[config.mk]
export PLATFORM = sky130hd
export DESIGN_NAME = uart_hex_sender
export DESIGN_NICKNAME = d
export VERILOG_FILES = /design/src/rtl/uart_hex_sender.sv
export SDC_FILE = /design/constraint.sdc
export NUM_CORES = 1
export LEC_CHECK = 0
export ABC_AREA = 1
export CAP_MARGIN = 20
export CORE_UTILIZATION = 45
export DETAILED_ROUTE_END_ITERATION = 10
export PLACE_DENSITY = 0.75
export RECOVER_POWER = 100
export SLEW_MARGIN = 10
export SYNTH_ARGS = -nofsm -noshare
export SYNTH_HDL_FRONTEND = slang
export SYNTH_SLANG_ARGS = --single-unit
[constraint.sdc]
create_clock -name clk -period 1.6 [get_ports clk]
set_input_delay 0.48 -clock clk [delete_from_list [all_inputs] [get_ports clk]]
set_output_delay 0.48 -clock clk [all_outputs]
set_load 0.01 [all_outputs]
[src/rtl/uart_hex_sender.sv]
// Prints a 32-bit word into the UART TX FIFO as ASCII hex, MS digit first,
// with an optional space / CR LF / LF terminator, one byte per non-full cycle.
module uart_hex_sender #(
  parameter int NDIG  = 8,
  parameter bit UPPER = 1'b0
) (
  input  logic        clk,
  input  logic        rst_n,
  input  logic        hex_start,
  input  logic [31:0] hex_word,
  input  logic [1:0]  hex_term,
  output logic        busy,
  output logic        done,
  output logic [7:0]  tx_wdata,
  output logic        tx_wten,
  input  logic        tx_fifo_full
);

  localparam int SH = 4 * (8 - NDIG);

  typedef enum logic [2:0] {
    IDLE,
    DIGIT,
    TERM1,
    TERM2,
    DONE
  } state_t;

  state_t      state, state_n;
  logic [31:0] shift_reg;
  logic [3:0]  cnt;
  logic [1:0]  term;
  logic        load, adv, wten;
  logic [7:0]  wbyte;

  function automatic logic [7:0] hex_char(input logic [3:0] n);
    if (n < 4'd10) return 8'h30 + {4'h0, n};
    else           return (UPPER ? 8'h41 : 8'h61) + {4'h0, n} - 8'd10;
  endfunction

  always_ff @(posedge clk or negedge rst_n) begin
    if (!rst_n) begin
      state     <= IDLE;
      shift_reg <= '0;
      cnt       <= '0;
      term      <= '0;
    end else begin
      state <= state_n;
      if (load) begin
        shift_reg <= hex_word << SH;
        cnt       <= 4'(NDIG);
        term      <= hex_term;
      end else if (adv) begin
        shift_reg <= {shift_reg[27:0], 4'h0};
        cnt       <= cnt - 4'd1;
      end
    end
  end

  always_comb begin
    state_n = state;
    load    = 1'b0;
    adv     = 1'b0;
    wten    = 1'b0;
    wbyte   = 8'h00;
    unique case (state)
      IDLE: begin
        if (hex_start) begin
          load    = 1'b1;
          state_n = DIGIT;
        end
      end
      DIGIT: begin
        wten  = ~tx_fifo_full;
        wbyte = hex_char(shift_reg[31:28]);
        if (wten) begin
          adv = 1'b1;
          if (cnt == 4'd1)
            state_n = (term == 2'b00) ? DONE : TERM1;
        end
      end
      TERM1: begin
        wten = ~tx_fifo_full;
        unique case (1'b1)
          term == 2'b01: wbyte = 8'h20;
          term == 2'b10: wbyte = 8'h0D;
          default:       wbyte = 8'h0A;
        endcase
        if (wten)
          state_n = (term == 2'b10) ? TERM2 : DONE;
      end
      TERM2: begin
        wten  = ~tx_fifo_full;
        wbyte = 8'h0A;
        if (wten) state_n = DONE;
      end
      DONE:    state_n = IDLE;
      default: state_n = IDLE;
    endcase
  end

  assign busy     = (state != IDLE);
  assign done     = (state == DONE);
  assign tx_wten  = wten;
  assign tx_wdata = wten ? wbyte : 8'h00;

endmodule

Yosys cells after proc, flatten, opt, wreduce, memory -nomap -nowiden
Index checks and enable logic that the tools add are counted. W data, S select, Z words.

Register bits after elaboration: 41. Memories kept: 0. Input bits: 38. Latch bits: 0. Output and inout bits: 11. RAM bits: 0. ROM bits: 0. Logic and storage cells: 49.

Shift operators: 0. Reductions and logical operators: 6. Bitwise operators: 1. Div/mod/pow operators: 0. Add/sub/neg operators: 4. Multipliers: 0. Mux-type cells: 21. Equality and inequality tests: 12. Order comparisons: 1.

Operators by type and width (number): $mux W32 (2); $pmux W8 S3 (1); $mux W3 (7); $mux W8 (2); $pmux W3 S4 (1); $pmux W6 S2 (1); $ne A2 B2 Y1 const B (5); $add A7 B4 Y8 const A (1); $mux W4 (2); $sub A8 B4 Y8 const B (1); $add A6 B4 Y7 const A (1); $eq A3 B2 Y1 const B (2); $mux W1 (5); $reduce_and A5 Y1 (1); $eq A4 B1 Y1 const B (1); $lt A4 B4 Y1 const B (1); $sub A4 B1 Y4 const B (1); $eq A3 B1 Y1 const B (1); $eq A3 B3 Y1 const B (1); $logic_not A3 Y1 (1); $reduce_bool A3 Y1 (1); $reduce_or A3 Y1 (1); $eq A2 B1 Y1 const B (1); $eq A2 B2 Y1 const B (1); 3 further kinds (3).

Depth between registers and ports, before layout
Depth after elaboration: 5. Mapped depth: 8. Depth with buffers taken out: 8.

Worst setup path after synthesis
No wires, ideal clock.

Path type: register -> output. Start point: reg state[2]. End point: out tx_wdata[4]. Data required time: 1.120 ns. Setup slack: -0.117 ns. Buffers on the path: 1. Arrival: 1.237 ns. Stages on the path, launching flop included: 7. Cells stage by stage: dfrtp_1 > inv_2 > nand2_1 > nor2_4 > nand2_2 > buf_2 > nor2_1.

Longest elaborated chain between the ends: 4. Elaborated cells between the ends (all ways): 7. Classes of those cells: eq/ne: 3; mux: 3; reduce/logical: 1.

Ends and longest elaborated chain: from (decl) (line 29) `state_t state, state_n;`; from (signal assigned) (line 48) `state <= state_n;`; $eq A3 B2 Y1 or $eq A3 B1 Y1 (tied branches) (line 66) `unique case (state)`; $reduce_or A3 Y1 (no source line); $mux W1; $mux W8 * (line 105) `assign tx_wdata = wten ? wbyte : 8'h00;`; to (decl) (line 14) `output logic [7:0] tx_wdata,`.

Mark *: on every way between the ends. The rest lies on a longest branch, timed or not.

Final worst setup path
Start point: reg state[2]. End point: out tx_wdata[0].

Same word-level chain as after synthesis.

==> results.md <==
* Final worst-path cycle share at 1.21
* Share of cells above drive strength 1 at 0.376
* Worst min path class: in2async
* Peak supply drop at 0.924 mV
* Endpoints failing hold at 0
* Final setup margin at -0.342 ns
* CTS sink cnt at 41
* GRT Util Overall at 0.222
* CTS Buf Count at 5
* Syn Nets at 342
* Ranking of synthesized cells by area: dfrtp_1 (47%), nand2_1 (21%), nand3_1 (14%)
* GR met1 Demand/Resource at 0.272
* Setup TNS at -6.56 ns
* Post-synth EDFFs at 0
* Worst relative slew slack at 0.307
* # IOs at 49
* R2R Setup Slk at -0.20 ns
* Max-slew violations at 0
* Failing checks: negative setup slack
* PortBufs at 47
* Critical Path Fanout Max at 4
* Synth warn at 0
* Largest register FFs at 32
* P_leak at 1.85 nW
* Maximum clock rate at 0.515 GHz
* Synthesis-stage register bit count at 41
* Starting DRC count in detailed routing at 172
* Die height at 71.9 um
* Final Critical Period at 1.94 ns
* Avg WL per Cell at 13.7 um
* Avg Inst Size Synth at 7.40 sq um
* Clock Skews at 0.00636 ns
* Status: finished, violations left
* Arr. time, crit path at 1.46 ns
* Hold WS at 0.433 ns
* Pin count of the biggest net entering global routing at 42
* Via density at 5.03
* Worst-Margin Slew at 1.04 ns
* Die Wd at 71.9 um
* Initial antenna violation count at 0
* Core area at 0.00472 sq mm
* Placed cells at 436
* Post-route antenna net violation count at 0
* Total power at 6.90 mW
* Yosys cell types at 21
* Nature of the critical path endpoint: primary output
* Most frequent cell after synthesis: nand2_1
* Data required, critical path at 1.12 ns
* Synth Instances at 297
* Area growth, synth to finish at 67.8%
* Yosys top cell area share at 0.467
* Met3 layer usage reported by global route at 0.0520
* Mapped cell area at 0.00220 sq mm
* Cell taking the most area after synthesis: dfrtp_1
* Post-synth top cells: nand2_1 (121), nand3_1 (61), dfrtp_1 (41), inv_1 (18), nor2_1 (10)
* Post-route DRC at 0
* Non-filler instance count after layout at 466
* CTS clk-pin slew, worst paths at 0.07 ns
* Number of max-cap violations at 0
* Fraction of registers with async set/reset at 1.00
* Ys flop type: dfrtp_1
* Crit start category: register
* Vias in the first global route at 2065
* Initial core utilization at 0.465
* Pwr dens at 1870 mW/mm^2
* Total gr overflow at 0
* Register area share after synthesis at 0.467
* CTS tree: built
* Final antenna diode count at 0
* Die Area at 0.00517 sq mm
* Htree depth at 2
* FP Rows at 25
* HPWL after DPL at 3750 um
* RSZ-0062 raised after global routing: yes
* Clock Tree Buf Depth at 2
* Vias at 2344
* Finish-stage setup viols at 46
* Final net count at 444
* First-pass iteration count of the detailed router at 4
* GR peak layer: met2
* CP Class: reg2out
* Worst-Skew Late Latency at 0.30 ns
* CTS Root Buffer Type: clkbuf_8
* Layout fillers at 296
* Global-route wire length before repair at 8940 um
* GP Congestion at 0.824
* Post-Route WL at 6390 um
* Met2 Usage GRT at 0.394
[through the flow]
step / util / area [sq um] / worst slack [ns]
floorplan: - / 2230 / 0.0146
CTS: 0.694 / 3280 / -0.307
finish: 0.780 / 3690 / -0.342
detailed placement: 0.640 / 3020 / -0.779
global route: 0.780 / 3690 / -0.401
global placement: 0.640 / 3020 / -0.706
[layout by cell type, fill, tap and decap left out, types with 8 or more instances in the layout]
cell type,instances
buf_2,10
buf_4,34
buf_6,15
clkdlybuf4s50_1,35
dfrtp_1,39
inv_1,12
inv_2,8
nand2_1,106
nand2_2,11
nand3_1,32
nand3_2,26
[cell families (layout without fill, tap and decap cells)]
logic type / Yosys count / in the layout / share of synthesized area
simple gates: 199 / 200 / 0.388
flops: 41 / 41 / 0.467
buf+inv: 33 / 134 / 0.0626
compound gates: 15 / 15 / 0.0370
fa+ha+maj: 7 / 7 / 0.0399
other cells: 1 / 1 / 0.00171
xor+xnor: 1 / 1 / 0.00399
[layout make-up]
cell class / count / area [sq um] / area share
Multi-Input combinational cell: 224 / 1350 / 0.366
Sequential cell: 41 / 1030 / 0.279
Timing Repair Buffer: 105 / 1030 / 0.279
Inverter: 22 / 92.6 / 0.0251
Tap cell: 67 / 83.8 / 0.0227
Clock buffer: 5 / 68.8 / 0.0187
Clock inverter: 2 / 35.0 / 0.00950
[worst paths after layout]
path / startpoint / endpoint / cells past startpoint
min reg2reg: shift_reg[1] / shift_reg[1] / 2
max in group asynchronous: rst_n / shift_reg[31] / 2
max: state[2] / tx_wdata[0] / 7
min in group clk: shift_reg[1] / shift_reg[1] / 2
min: rst_n / state[2] / 2
max reg2reg: state[1] / shift_reg[16] / 12
[critical path, cell delays in order, from the launching register on]
cell     delay (ns)
dfrtp_1        0.41
inv_2          0.09
nand2_2        0.07
nor2_4         0.13
buf_6          0.14
nand3_2        0.07
a21oi_2        0.13
buf_2          0.14
[repair_timing]
| item | in CTS | in global routing |
|---|---|---|
| hold buffers | 0 | 0 |
| gates cloned | 0 | 7 |
| setup endpoints to repair | 34 | 46 |
| pin swaps | 10 | 20 |
| buffers inserted | 9 | 9 |
| gates resized for setup | 74 | 71 |
[report_power, final]
group | leakage [nW] | internal (mW) | switching (mW)
sequential | 0.511 | 1.52 | 0.336
clock | 0.0540 | 0.454 | 0.358
combinational | 1.28 | 2.09 | 2.15
[routing by layer]
metal	share of wire	up-vias
met5	0	-
met4	0.012	0
met3	0.045	11
met2	0.54	71
met1	0.41	1110
li1	-	1152
No activity file was read; power rests on OpenSTA's default activity.
